<file path="config.mk">
export PLATFORM = sky130hd
export DESIGN_NAME = multicycle_ctrl
export DESIGN_NICKNAME = d
export VERILOG_FILES = /design/src/rtl/multicycle_ctrl.sv
export SDC_FILE = /design/constraint.sdc
export NUM_CORES = 1
export LEC_CHECK = 0
export CORE_ASPECT_RATIO = 2
export CORE_UTILIZATION = 42
export DETAILED_ROUTE_END_ITERATION = 10
export PLACE_DENSITY = 0.79
export REMOVE_ABC_BUFFERS = 1
export SYNTH_ARGS = -nofsm -noshare
export SYNTH_HDL_FRONTEND = slang
export SYNTH_SLANG_ARGS = --single-unit
</file>
<file path="constraint.sdc">
create_clock -name clk -period 1.5 [get_ports clk]
set_input_delay 0.225 -clock clk [delete_from_list [all_inputs] [get_ports clk]]
set_output_delay 0.225 -clock clk [all_outputs]
set_load 0.05 [all_outputs]
</file>
<file path="src/rtl/multicycle_ctrl.sv">
// multicycle_ctrl
//   Main control FSM of a multicycle RV32 subset core (loads, stores,
//   R-type, I-type ALU, BEQ/BNE, JAL, LUI). It drives the datapath mux
//   selects, ALU operation and write strobes for the current state. Memory
//   accesses are guarded by a wait counter that traps when MemReady never
//   arrives.
//
//   Memory handshake: MemReq is the request (valid) and MemReady is the
//   completion (ready). An access finishes in the first cycle where both are
//   1. While waiting, the controller holds MemReq, AdrSrc and MemWrite
//   steady. If MAX_WAIT cycles pass with MemReady still 0, it abandons the
//   access and goes to TRAP.
//
// Parameters
//   MAX_WAIT   most cycles one memory access may spend waiting (>= 1)
// Ports
//   clk, rst_n                 clock, asynchronous active-low reset
//   op, funct3, funct7b5       instruction fields from the IR
//   Zero                       ALU zero flag (branch condition)
//   MemReady                   memory access completes this cycle
//   MemReq, AdrSrc, MemWrite   memory request, address select, write strobe
//   IRWrite, PCWrite, RegWrite architectural write strobes
//   ResultSrc, ALUSrcA/B       datapath mux selects
//   ALUControl, ImmSel         ALU operation, immediate format
//   Illegal, MemTimeout        sticky error flags (cleared only by reset)
//   State                      current state code (debug / checker visibility)
module multicycle_ctrl #(
  parameter int MAX_WAIT = 15
) (
  input  logic       clk,
  input  logic       rst_n,
  input  logic [6:0] op,
  input  logic [2:0] funct3,
  input  logic       funct7b5,
  input  logic       Zero,
  input  logic       MemReady,
  output logic       MemReq,
  output logic       AdrSrc,
  output logic       MemWrite,
  output logic       IRWrite,
  output logic       PCWrite,
  output logic       RegWrite,
  output logic [1:0] ResultSrc,
  output logic [1:0] ALUSrcA,
  output logic [1:0] ALUSrcB,
  output logic [2:0] ALUControl,
  output logic [2:0] ImmSel,
  output logic       Illegal,
  output logic       MemTimeout,
  output logic [3:0] State
);

  // The wait counter is at least 4 bits wide, and wide enough to hold MAX_WAIT.
  localparam int CW = ($clog2(MAX_WAIT + 1) > 4) ? $clog2(MAX_WAIT + 1) : 4;
  // This is the last count value that still allows one more waiting cycle.
  localparam logic [CW-1:0] WAIT_LAST = CW'(MAX_WAIT - 1);

  localparam logic [3:0] S_FETCH    = 4'd0;
  localparam logic [3:0] S_DECODE   = 4'd1;
  localparam logic [3:0] S_MEMADR   = 4'd2;
  localparam logic [3:0] S_MEMREAD  = 4'd3;
  localparam logic [3:0] S_MEMWB    = 4'd4;
  localparam logic [3:0] S_MEMWRITE = 4'd5;
  localparam logic [3:0] S_EXECR    = 4'd6;
  localparam logic [3:0] S_EXECI    = 4'd7;
  localparam logic [3:0] S_ALUWB    = 4'd8;
  localparam logic [3:0] S_BRANCH   = 4'd9;
  localparam logic [3:0] S_JAL      = 4'd10;
  localparam logic [3:0] S_LUI      = 4'd11;
  localparam logic [3:0] S_TRAP     = 4'd12;

  localparam logic [6:0] OP_LOAD  = 7'b0000011;
  localparam logic [6:0] OP_STORE = 7'b0100011;
  localparam logic [6:0] OP_R     = 7'b0110011;
  localparam logic [6:0] OP_I     = 7'b0010011;
  localparam logic [6:0] OP_BR    = 7'b1100011;
  localparam logic [6:0] OP_JAL   = 7'b1101111;
  localparam logic [6:0] OP_LUI   = 7'b0110111;

  localparam logic [2:0] ALU_ADD = 3'b000;
  localparam logic [2:0] ALU_SUB = 3'b001;
  localparam logic [2:0] ALU_AND = 3'b010;
  localparam logic [2:0] ALU_OR  = 3'b011;
  localparam logic [2:0] ALU_SLT = 3'b101;

  localparam logic [2:0] IMM_I = 3'b000;
  localparam logic [2:0] IMM_S = 3'b001;
  localparam logic [2:0] IMM_B = 3'b010;
  localparam logic [2:0] IMM_U = 3'b011;
  localparam logic [2:0] IMM_J = 3'b100;

  logic [3:0]    state, state_nx;
  logic [CW-1:0] wait_cnt;
  logic          illegal_q, timeout_q;
  logic          set_illegal, set_timeout;
  logic          mem_state, wait_expired;
  logic [2:0]    alu_op;
  logic          f3_ok;

  assign mem_state = (state == S_FETCH) || (state == S_MEMREAD) ||
                     (state == S_MEMWRITE);
  // A completion (MemReady=1) in the last allowed cycle still wins over the
  // timeout.
  assign wait_expired = mem_state && !MemReady && (wait_cnt >= WAIT_LAST);

  // Decode the ALU operation for EXECR/EXECI. funct7b5 selects sub only for
  // R-type; for I-type, bit 30 is part of the immediate.
  always_comb begin
    alu_op = ALU_ADD;
    f3_ok  = 1'b1;
    case (funct3)
      3'b000:  alu_op = (state == S_EXECR && funct7b5) ? ALU_SUB : ALU_ADD;
      3'b010:  alu_op = ALU_SLT;
      3'b110:  alu_op = ALU_OR;
      3'b111:  alu_op = ALU_AND;
      default: f3_ok  = 1'b0;
    endcase
  end

  // Next-state logic
  always_comb begin
    state_nx    = state;
    set_illegal = 1'b0;
    set_timeout = 1'b0;
    case (state)
      S_FETCH: begin
        if (MemReady) begin
          state_nx = S_DECODE;
        end else if (wait_expired) begin
          state_nx    = S_TRAP;
          set_timeout = 1'b1;
        end
      end
      S_DECODE: begin
        case (op)
          OP_LOAD, OP_STORE: state_nx = S_MEMADR;
          OP_R:              state_nx = S_EXECR;
          OP_I:              state_nx = S_EXECI;
          OP_BR:             state_nx = S_BRANCH;
          OP_JAL:            state_nx = S_JAL;
          OP_LUI:            state_nx = S_LUI;
          default: begin
            state_nx    = S_TRAP;
            set_illegal = 1'b1;
          end
        endcase
      end
      S_MEMADR:   state_nx = (op == OP_STORE) ? S_MEMWRITE : S_MEMREAD;
      S_MEMREAD: begin
        if (MemReady) begin
          state_nx = S_MEMWB;
        end else if (wait_expired) begin
          state_nx    = S_TRAP;
          set_timeout = 1'b1;
        end
      end
      S_MEMWB:    state_nx = S_FETCH;
      S_MEMWRITE: begin
        if (MemReady) begin
          state_nx = S_FETCH;
        end else if (wait_expired) begin
          state_nx    = S_TRAP;
          set_timeout = 1'b1;
        end
      end
      S_EXECR, S_EXECI: begin
        if (f3_ok) begin
          state_nx = S_ALUWB;
        end else begin
          state_nx    = S_TRAP;
          set_illegal = 1'b1;
        end
      end
      S_ALUWB:    state_nx = S_FETCH;
      S_BRANCH: begin
        if (funct3 == 3'b000 || funct3 == 3'b001) begin
          state_nx = S_FETCH;
        end else begin
          state_nx    = S_TRAP;
          set_illegal = 1'b1;
        end
      end
      S_JAL:      state_nx = S_ALUWB;
      S_LUI:      state_nx = S_FETCH;
      S_TRAP:     state_nx = S_TRAP;
      default:    state_nx = S_TRAP;  // unused codes 13..15
    endcase
  end

  always_ff @(posedge clk or negedge rst_n) begin
    if (!rst_n) begin
      state     <= S_FETCH;
      wait_cnt  <= '0;
      illegal_q <= 1'b0;
      timeout_q <= 1'b0;
    end else begin
      state <= state_nx;
      // The counter restarts on every state change. It only advances while
      // a memory state is stalled. It never wraps, because wait_expired
      // leaves the state first.
      if (state_nx != state) begin
        wait_cnt <= '0;
      end else if (mem_state && !MemReady) begin
        wait_cnt <= wait_cnt + 1'b1;
      end
      if (set_illegal) illegal_q <= 1'b1;
      if (set_timeout) timeout_q <= 1'b1;
    end
  end

  // Output decode is Moore, except for IRWrite/PCWrite in FETCH and
  // PCWrite in BRANCH.
  always_comb begin
    MemReq     = 1'b0;
    AdrSrc     = 1'b0;
    MemWrite   = 1'b0;
    IRWrite    = 1'b0;
    PCWrite    = 1'b0;
    RegWrite   = 1'b0;
    ResultSrc  = 2'b00;
    ALUSrcA    = 2'b00;
    ALUSrcB    = 2'b00;
    ALUControl = ALU_ADD;
    ImmSel     = IMM_I;
    case (state)
      S_FETCH: begin
        MemReq    = 1'b1;
        ALUSrcB   = 2'b10;
        ResultSrc = 2'b10;
        IRWrite   = MemReady;
        PCWrite   = MemReady;
      end
      S_DECODE: begin
        ImmSel  = IMM_B;  // branch target is precomputed into ALUOut
        ALUSrcA = 2'b01;
        ALUSrcB = 2'b01;
      end
      S_MEMADR: begin
        ALUSrcA = 2'b10;
        ALUSrcB = 2'b01;
        ImmSel  = (op == OP_STORE) ? IMM_S : IMM_I;
      end
      S_MEMREAD: begin
        MemReq = 1'b1;
        AdrSrc = 1'b1;
      end
      S_MEMWB: begin
        ResultSrc = 2'b01;
        RegWrite  = 1'b1;
      end
      S_MEMWRITE: begin
        MemReq   = 1'b1;
        AdrSrc   = 1'b1;
        MemWrite = 1'b1;
      end
      S_EXECR: begin
        ALUSrcA    = 2'b10;
        ALUControl = alu_op;
      end
      S_EXECI: begin
        ALUSrcA    = 2'b10;
        ALUSrcB    = 2'b01;
        ALUControl = alu_op;
      end
      S_ALUWB: RegWrite = 1'b1;
      S_BRANCH: begin
        ALUSrcA    = 2'b10;
        ALUControl = ALU_SUB;
        case (funct3)
          3'b000:  PCWrite = Zero;
          3'b001:  PCWrite = !Zero;
          default: PCWrite = 1'b0;
        endcase
      end
      S_JAL: begin
        ALUSrcA = 2'b01;
        ALUSrcB = 2'b10;
        PCWrite = 1'b1;
        ImmSel  = IMM_J;
      end
      S_LUI: begin
        ImmSel    = IMM_U;
        ALUSrcB   = 2'b01;
        ResultSrc = 2'b10;
        RegWrite  = 1'b1;
      end
      default: ;  // TRAP and unused codes: everything stays quiet
    endcase
  end

  assign Illegal    = illegal_q;
  assign MemTimeout = timeout_q;
  assign State      = state;

endmodule

</file>
==> reports/metrics.yaml, run 1 <==
timing:
  worst-ep-kind: "primary output"
  postGrtWorstEndpoint: "ALUSrcB[1]"
die:
  die_h_um: 77.79
  initial_core_util_pct: 44.08
  fp.dieW_um: 39.90
  rows: 27
  num_io_pins: 39
logic_synthesis:
  ys_async_sr_fraction_pct: 100.0
  syn_avg_cell_area_um2: 7.935
  synth_cell_type_count: 55
  yosys.area.top_type: "dfrtp_1"
  ys.warnings.count: 0
  synthCells: 152
  synth.top_cell.area_share_pct: 20.75
  ys_ff_latch: 10
  netlist_area_um2: 1206
  synth-edff-count: 0
  synthTopCellsByArea: "dfrtp_1 21%, nand2b_1 4.7%, a21oi_1 4.6%"
  synthFlopType: "dfrtp_1"
  yosysSeqAreaShare_pct: 20.75
clock_network:
  clk_root_buffer_cell: "clkbuf_8"
  numCtsBuffers: 3
  cts_max_level: 1
  cts.sinks: 10
  clockBufferDepth: 2
status:
  tool.error: "[ERROR GRT-0232] Routing congestion too high. Check the congestion heatmap in the GUI."
  outcome: "did not finish"
  haltStage: "5_1_grt"
grt:
  grt_max_degree: 17
  track_usage_pct: 80.22
  grt-ovfl-total: 107
placed_design:
  io_buffers: 38
  hpwl_um: 3537
  dp.cells: 261
  place_ws_ns: -0.5817
  gp_congestion: 1.023
[layer usage]
layer	GRT overflow	track usage (%)
met5	0	0
met3	3	47.14
met1	0	78.13
met2	80	102.6
met4	24	88.62
[metrics by stage]
step                      util [%]  TNS (ns)  area [um2]  hold WS [ns]
after CTS                    91.18    -6.645        2495        0.2973
after detailed placement     80.20    -6.332        2195        0.4641
after global placement       80.20    -5.408        2195        0.4527
after floorplan                  -    -22.46        1140      -0.07059
[cell families after synthesis]
| logic type | count (synthesis) | synth area share, % |
|---|---|---|
| simple gates | 76 | 39.94 |
| compound gates | 44 | 26.45 |
| buf+inv | 14 | 6.431 |
| flops | 10 | 20.75 |
| xor+xnor | 6 | 4.357 |
| fa+ha+maj | 2 | 2.074 |
[cell usage after synthesis, types with 2 or more instances]
| master | instances |
|---|---|
| nand3b_1 | 4 |
| nor2_1 | 14 |
| clkbuf_1 | 2 |
| o21ai_0 | 10 |
| nand4_1 | 3 |
| nand2b_1 | 9 |
| ha_1 | 2 |
| nand3_1 | 4 |
| buf_6 | 2 |
| and3b_1 | 2 |
| buf_2 | 5 |
| nand2_1 | 12 |
| or3_1 | 5 |
| xor2_1 | 5 |
| and3_1 | 2 |
| o211ai_1 | 4 |
| o21a_1 | 2 |
| nor2b_1 | 3 |
| dfrtp_1 | 10 |
| a21oi_1 | 11 |
| inv_1 | 3 |
| nor3_1 | 3 |
| nor3b_1 | 3 |
[timing repair]
action / CTS
setup buffers: 10
setup endpoints to repair: 29
pin swaps: 15
cloned: 1
endpoints found under the hold margin: 0
gates resized for setup: 47
hold buffers: 0
==> run 2, diff against run 1 <==
CORE_ASPECT_RATIO = default   (was 2)
CORE_UTILIZATION = 30   (was 42)
PLACE_DENSITY = default   (was 0.79)
PLACE_DENSITY_LB_ADDON = 0.15   (was default)
clock period = 1.95 ns   (was 1.5 ns; I/O delays follow)
==> reports/metrics.yaml, run 2 <==
status:
  outcome: "finished clean"
die:
  num_io_pins: 39
  core_area_um2: 3771
  initial_core_util_pct: 31.98
  die_area_um2: 4278
  fp.dieW_um: 65.41
  rows: 22
  die_h_um: 65.41
logic_synthesis:
  post-synth-top-count-cell: "nor2_1"
  syn_avg_cell_area_um2: 7.935
  yosys.area.top_type: "dfrtp_1"
  synth.top_cell.area_share_pct: 20.75
  ys_async_sr_fraction_pct: 100.0
  synth_cell_type_count: 55
  synthCells: 152
  synthTopCellsByArea: "dfrtp_1 21%, nand2b_1 4.7%, a21oi_1 4.6%"
  synthTopCellsByCount: "14 x nor2_1, 12 x nand2_1, 11 x a21oi_1"
  netlist_area_um2: 1206
  yosysSeqAreaShare_pct: 20.75
  ys.warnings.count: 0
  synthFlopType: "dfrtp_1"
  synth-edff-count: 0
  ys_ff_latch: 10
grt:
  antenna_found_initial: 0
  grt_pass1_wl_um: 6430
  track_usage_pct: 19.20
  grt_max_degree: 34
  grt_pass1_vias: 1345
  grt-ovfl-total: 0
worst_setup_path:
  cp-start-kind: "flip-flop"
  cp_max_fo: 13
  critPathRequiredTime_ns: 1.66
  worst-setup-path-type: "flip-flop to primary output"
  crit_path_end_kind: "primary output"
  arrival_ns: 1.61
timing:
  max_slew_margin_pct: 67.14
  final-hold-violation-count: 0
  final-setup-viol-count: 0
  post-route-period-util_pct: 97.47
  rsz0062_at_grt: "true"
  fin_crit_ns: 1.901
  drv_slew: 0
  setup_ws_ns: 0.04942
  fmax_ghz: 0.5262
  whs_ns: 0.3788
  tightestPinTransition_ns: 0.4913
  clock_skew_ns: 0.001911
finish:
  final_nets: 233
  final_util_pct: 58.10
  final_cell_mix: "30 x buf_4, 24 x buf_12, 12 x nand2_1"
  fin_cells: 262
  fillCellCount: 327
  synthToLayoutAreaGrowth_pct: 81.64
  mostFrequentLayoutCell: "buf_4"
  n_antenna_cell: 0
  drive_gt1_share_pct: 40.19
clock_network:
  clockBufferDepth: 2
  cts_tree: "done"
  numCtsBuffers: 3
  cts.sinks: 10
  cts_max_level: 1
  clk_root_buffer_cell: "clkbuf_8"
  path_clk_slew_ns: 0.04
  clk_latency_ns: 0.23
hold_path:
  worstHoldPathType: "primary input to async pin"
placed_design:
  gp_congestion: 0.9339
  hpwl_um: 2933
  io_buffers: 38
  place_ws_ns: -0.2870
  dp.cells: 255
drt:
  drc_errors: 0
  routed_wl_um: 3929
  via_count: 1404
  viasPerCell: 5.359
  final_antenna_net_count: 0
  detail_route.first_pass.iterations: 4
  detail_route.wl_per_cell_um: 15.00
  drt_iter0_drc: 54
power:
  peakVddDrop_uv: 865.4
  power_mw: 3.043
  pwr_density_cell_nw_per_um2: 1389
  leakagePower_nw: 0.9312
job:
  maxCapViolations: 0
## run 2: cell counts after synthesis
Identical to the previous run, type by type.
## run 2: per-stage QoR
| step | cell area, um2 | TNS (ns) |
|---|---|---|
| floorplan | 1140 | -11.39 |
| CTS | 2107 | -0.02376 |
| global route | 2191 | -0.02136 |
| global placement | 2036 | -0.5390 |
| finish | 2191 | 0 |
| detailed placement | 2036 | -0.7109 |
## run 2: area by class of cell
class	count	area, um2	share of cell area (%)
sequential	10	252.7	11.54
multi-input combinational	128	967.2	44.15
inverter	3	11.26	0.5140
clock buffer	3	41.29	1.885
tap	48	60.06	2.741
timing repair buffer	70	858.3	39.18
## run 2: final timing paths
check	startpoint	endpoint	slack, ns	cells past startpoint
worst max-delay path	State[2]	RegWrite	0.05	5
worst min register to register	Illegal	Illegal	0.46	1
worst min-delay path	rst_n	wait_cnt[1]	0.38	1
max in group asynchronous	rst_n	State[0]	1.24	1
min in group clk	Illegal	Illegal	0.46	1
worst max register to register	wait_cnt[0]	wait_cnt[1]	0.11	7
## run 2: kinds of logic after synthesis
group / share of synthesized area (%)
DFF: 20.75
xor gates and xnor gates: 4.357
and+or+nand+nor: 39.94
AOI/OAI and AO/OA: 26.45
adders and majority gates: 2.074
buffers and inverters: 6.431
## run 2: where the power goes
| part | switching, mW | total [mW] | leakage, nW | internal [mW] |
|---|---|---|---|---|
| Combinational | 1.35 | 2.51 | 0.782 | 1.16 |
| Clock | 0.0703 | 0.205 | 0.0216 | 0.134 |
| Sequential | 0.0715 | 0.325 | 0.128 | 0.253 |
| Total | 1.49 | 3.04 | 0.931 | 1.55 |
## run 2: per-layer routing
layer	vias to the layer above	GRT usage (%)	part of all wire [%]
met5	-	0	0
met4	0	6.250	2.1
met3	8	1.910	4.0
met2	32	33.63	52
met1	672	24.42	42
li1	692	-	-
## run 2: worst max-delay path, stage by stage, from the launching register on
cell      delay [ns]
dfrtp_1         0.40
buf_4           0.21
nand2b_2        0.24
a211o_1         0.28
o21ai_2         0.09
buf_12          0.16
## run 2: what timing repair did
item                                    CTS  global route
pin swaps                                 8             5
resized for setup                        16            19
buffers inserted                          2             2
hold buffers                              0             0
gates cloned                              0             0
endpoints found under the setup margin    9            12
Power figures use the tool's default switching activity.
==> run 3, diff against run 2 <==
CAP_MARGIN = 20   (was default)
==> results of run 3 <==
No change in the layout: final DEF, timing and power equal those of run 2.
==> run 4, diff against run 3 <==
CORE_AREA = 2 2 63 65   (was default)
CORE_UTILIZATION = default   (was 30)
DIE_AREA = 0 0 65 67   (was default)
GPL_ROUTABILITY_DRIVEN = 0   (was default)
==> reports/metrics.yaml, run 4 (synthesis gave the netlist of run 2 again) <==
status:
  outcome: "finished clean"
timing:
  post-route-period-util_pct: 98.08
  tightestPinTransition_ns: 0.4890
  rsz0062_at_grt: "true"
  drv_slew: 0
  max_slew_margin_pct: 67.30
  whs_ns: 0.3676
  fin_crit_ns: 1.913
  clock_skew_ns: 0.004125
  final-setup-viol-count: 0
  fin_setup_tns_ns: 0
  fmax_ghz: 0.5228
  final-hold-violation-count: 0
  setup_ws_ns: 0.03736
placed_design:
  io_buffers: 38
  hpwl_um: 2889
  place_ws_ns: -0.2569
  place_area_um2: 2058
worst_setup_path:
  reg2reg_slack_ns: 0.11
  reg2reg_depth: 7
  crit_start: "State[0]"
  critical_path.max_stage_delay_ns: 0.46
  crit_chain: "buf_4, or3_4, a21oi_4, buf_12"
  critPathRequiredTime_ns: 1.66
  r2r_start: "wait_cnt[0]"
  arrival_ns: 1.62
  worst-setup-path-type: "flip-flop to primary output"
  crit_path_end_kind: "primary output"
  timing.rr.end: "wait_cnt[1]"
  endpoint: "ImmSel[0]"
  cp-start-kind: "flip-flop"
  cp_max_fo: 6
  crit_path_top_delay_cell: "dfrtp_2"
die:
  num_io_pins: 39
  fp.dieW_um: 65
  rows: 22
  core_area_um2: 3606
  die_h_um: 67
  die_area_um2: 4355
  initial_core_util_pct: 33.45
finish:
  final_cell_mix: "33 x buf_4, 23 x buf_12, 12 x nand2_1"
  mostFrequentLayoutCell: "buf_4"
  design_area_um2: 2251
  n_antenna_cell: 0
  drive_gt1_share_pct: 41.18
  final_nets: 240
  synthToLayoutAreaGrowth_pct: 86.62
power:
  pwr_density_cell_nw_per_um2: 1383
  peakVddDrop_uv: 1151
  power_mw: 3.113
  leakagePower_nw: 0.9563
grt:
  grt_max_degree: 34
  grt_pass1_vias: 1399
  track_usage_pct: 18.29
  grt_pass1_wl_um: 6348
  grt-ovfl-total: 0
  antenna_found_initial: 0
drt:
  via_count: 1428
  final_antenna_net_count: 0
  routed_wl_um: 3824
  drc_errors: 0
  detail_route.wl_per_cell_um: 14.22
  detail_route.first_pass.iterations: 4
  drt_iter0_drc: 41
  viasPerCell: 5.309
clock_network:
  numCtsBuffers: 3
  path_clk_slew_ns: 0.05
  clockBufferDepth: 2
  cts_max_level: 1
  cts.sinks: 10
  clk_latency_ns: 0.24
  clk_root_buffer_cell: "clkbuf_8"
  cts_tree: "done"
job:
  maxCapViolations: 0
hold_path:
  worstHoldPathType: "primary input to async pin"
-- run 4: where the power goes --
group | internal [mW] | switching (mW) | total, mW
Combinational | 1.24 | 1.32 | 2.56
Clock | 0.135 | 0.0763 | 0.211
Sequential | 0.255 | 0.0859 | 0.341
Total | 1.63 | 1.49 | 3.11
-- run 4: how the worst min path moves through the flow --
stage                          start     endpoint  slack [ns]  cells after the start
after floorplan                rst_n      Illegal      -0.003                      0
after global placement    MemTimeout   MemTimeout        0.45                      1
after detailed placement  MemTimeout   MemTimeout        0.46                      1
after CTS                      rst_n  wait_cnt[0]        0.38                      1
after global routing           rst_n  wait_cnt[1]        0.40                      1
final                          rst_n  wait_cnt[1]        0.37                      1
-- run 4: worst max-delay path: cells and delay by family, from the launching register on --
family / cells / cell delay, ns
flops: 1 / 0.46
simple gates: 1 / 0.40
buf+inv: 2 / 0.34
compound gates: 1 / 0.18
-- run 4: area by class of cell --
class,instances,area (um2)
Clock buffer,3,41.29
Fill cell,307,1355
Inverter,3,11.26
Multi-Input combinational cell,128,958.4
Sequential cell,10,254.0
Tap cell,48,60.06
Timing Repair Buffer,77,925.9
-- run 4: what timing repair did --
action | CTS | global route
pin swaps | 6 | 3
setup buffers | 2 | 5
resized for setup | 23 | 15
endpoints found under the setup margin | 13 | 12
hold endpoints to repair | 0 | 0
hold buffers | 0 | 0
cloned | 0 | 1
-- run 4: metrics by stage --
step | std cells | util [%]
floorplan | 141 | -
global placement | 258 | 57.08
detailed placement | 258 | 57.08
CTS | 263 | 59.54
global route | 269 | 62.42
finish | 269 | 62.42
-- run 4: metal layers --
layer / wire, um / global-route usage, % / up-vias
li1: - / - / 705
met1: 1671 / 23.11 / 679
met2: 1988 / 31.83 / 40
met3: 133 / 2.365 / 4
met4: 31 / 6.383 / 0
met5: 0 / 0 / -
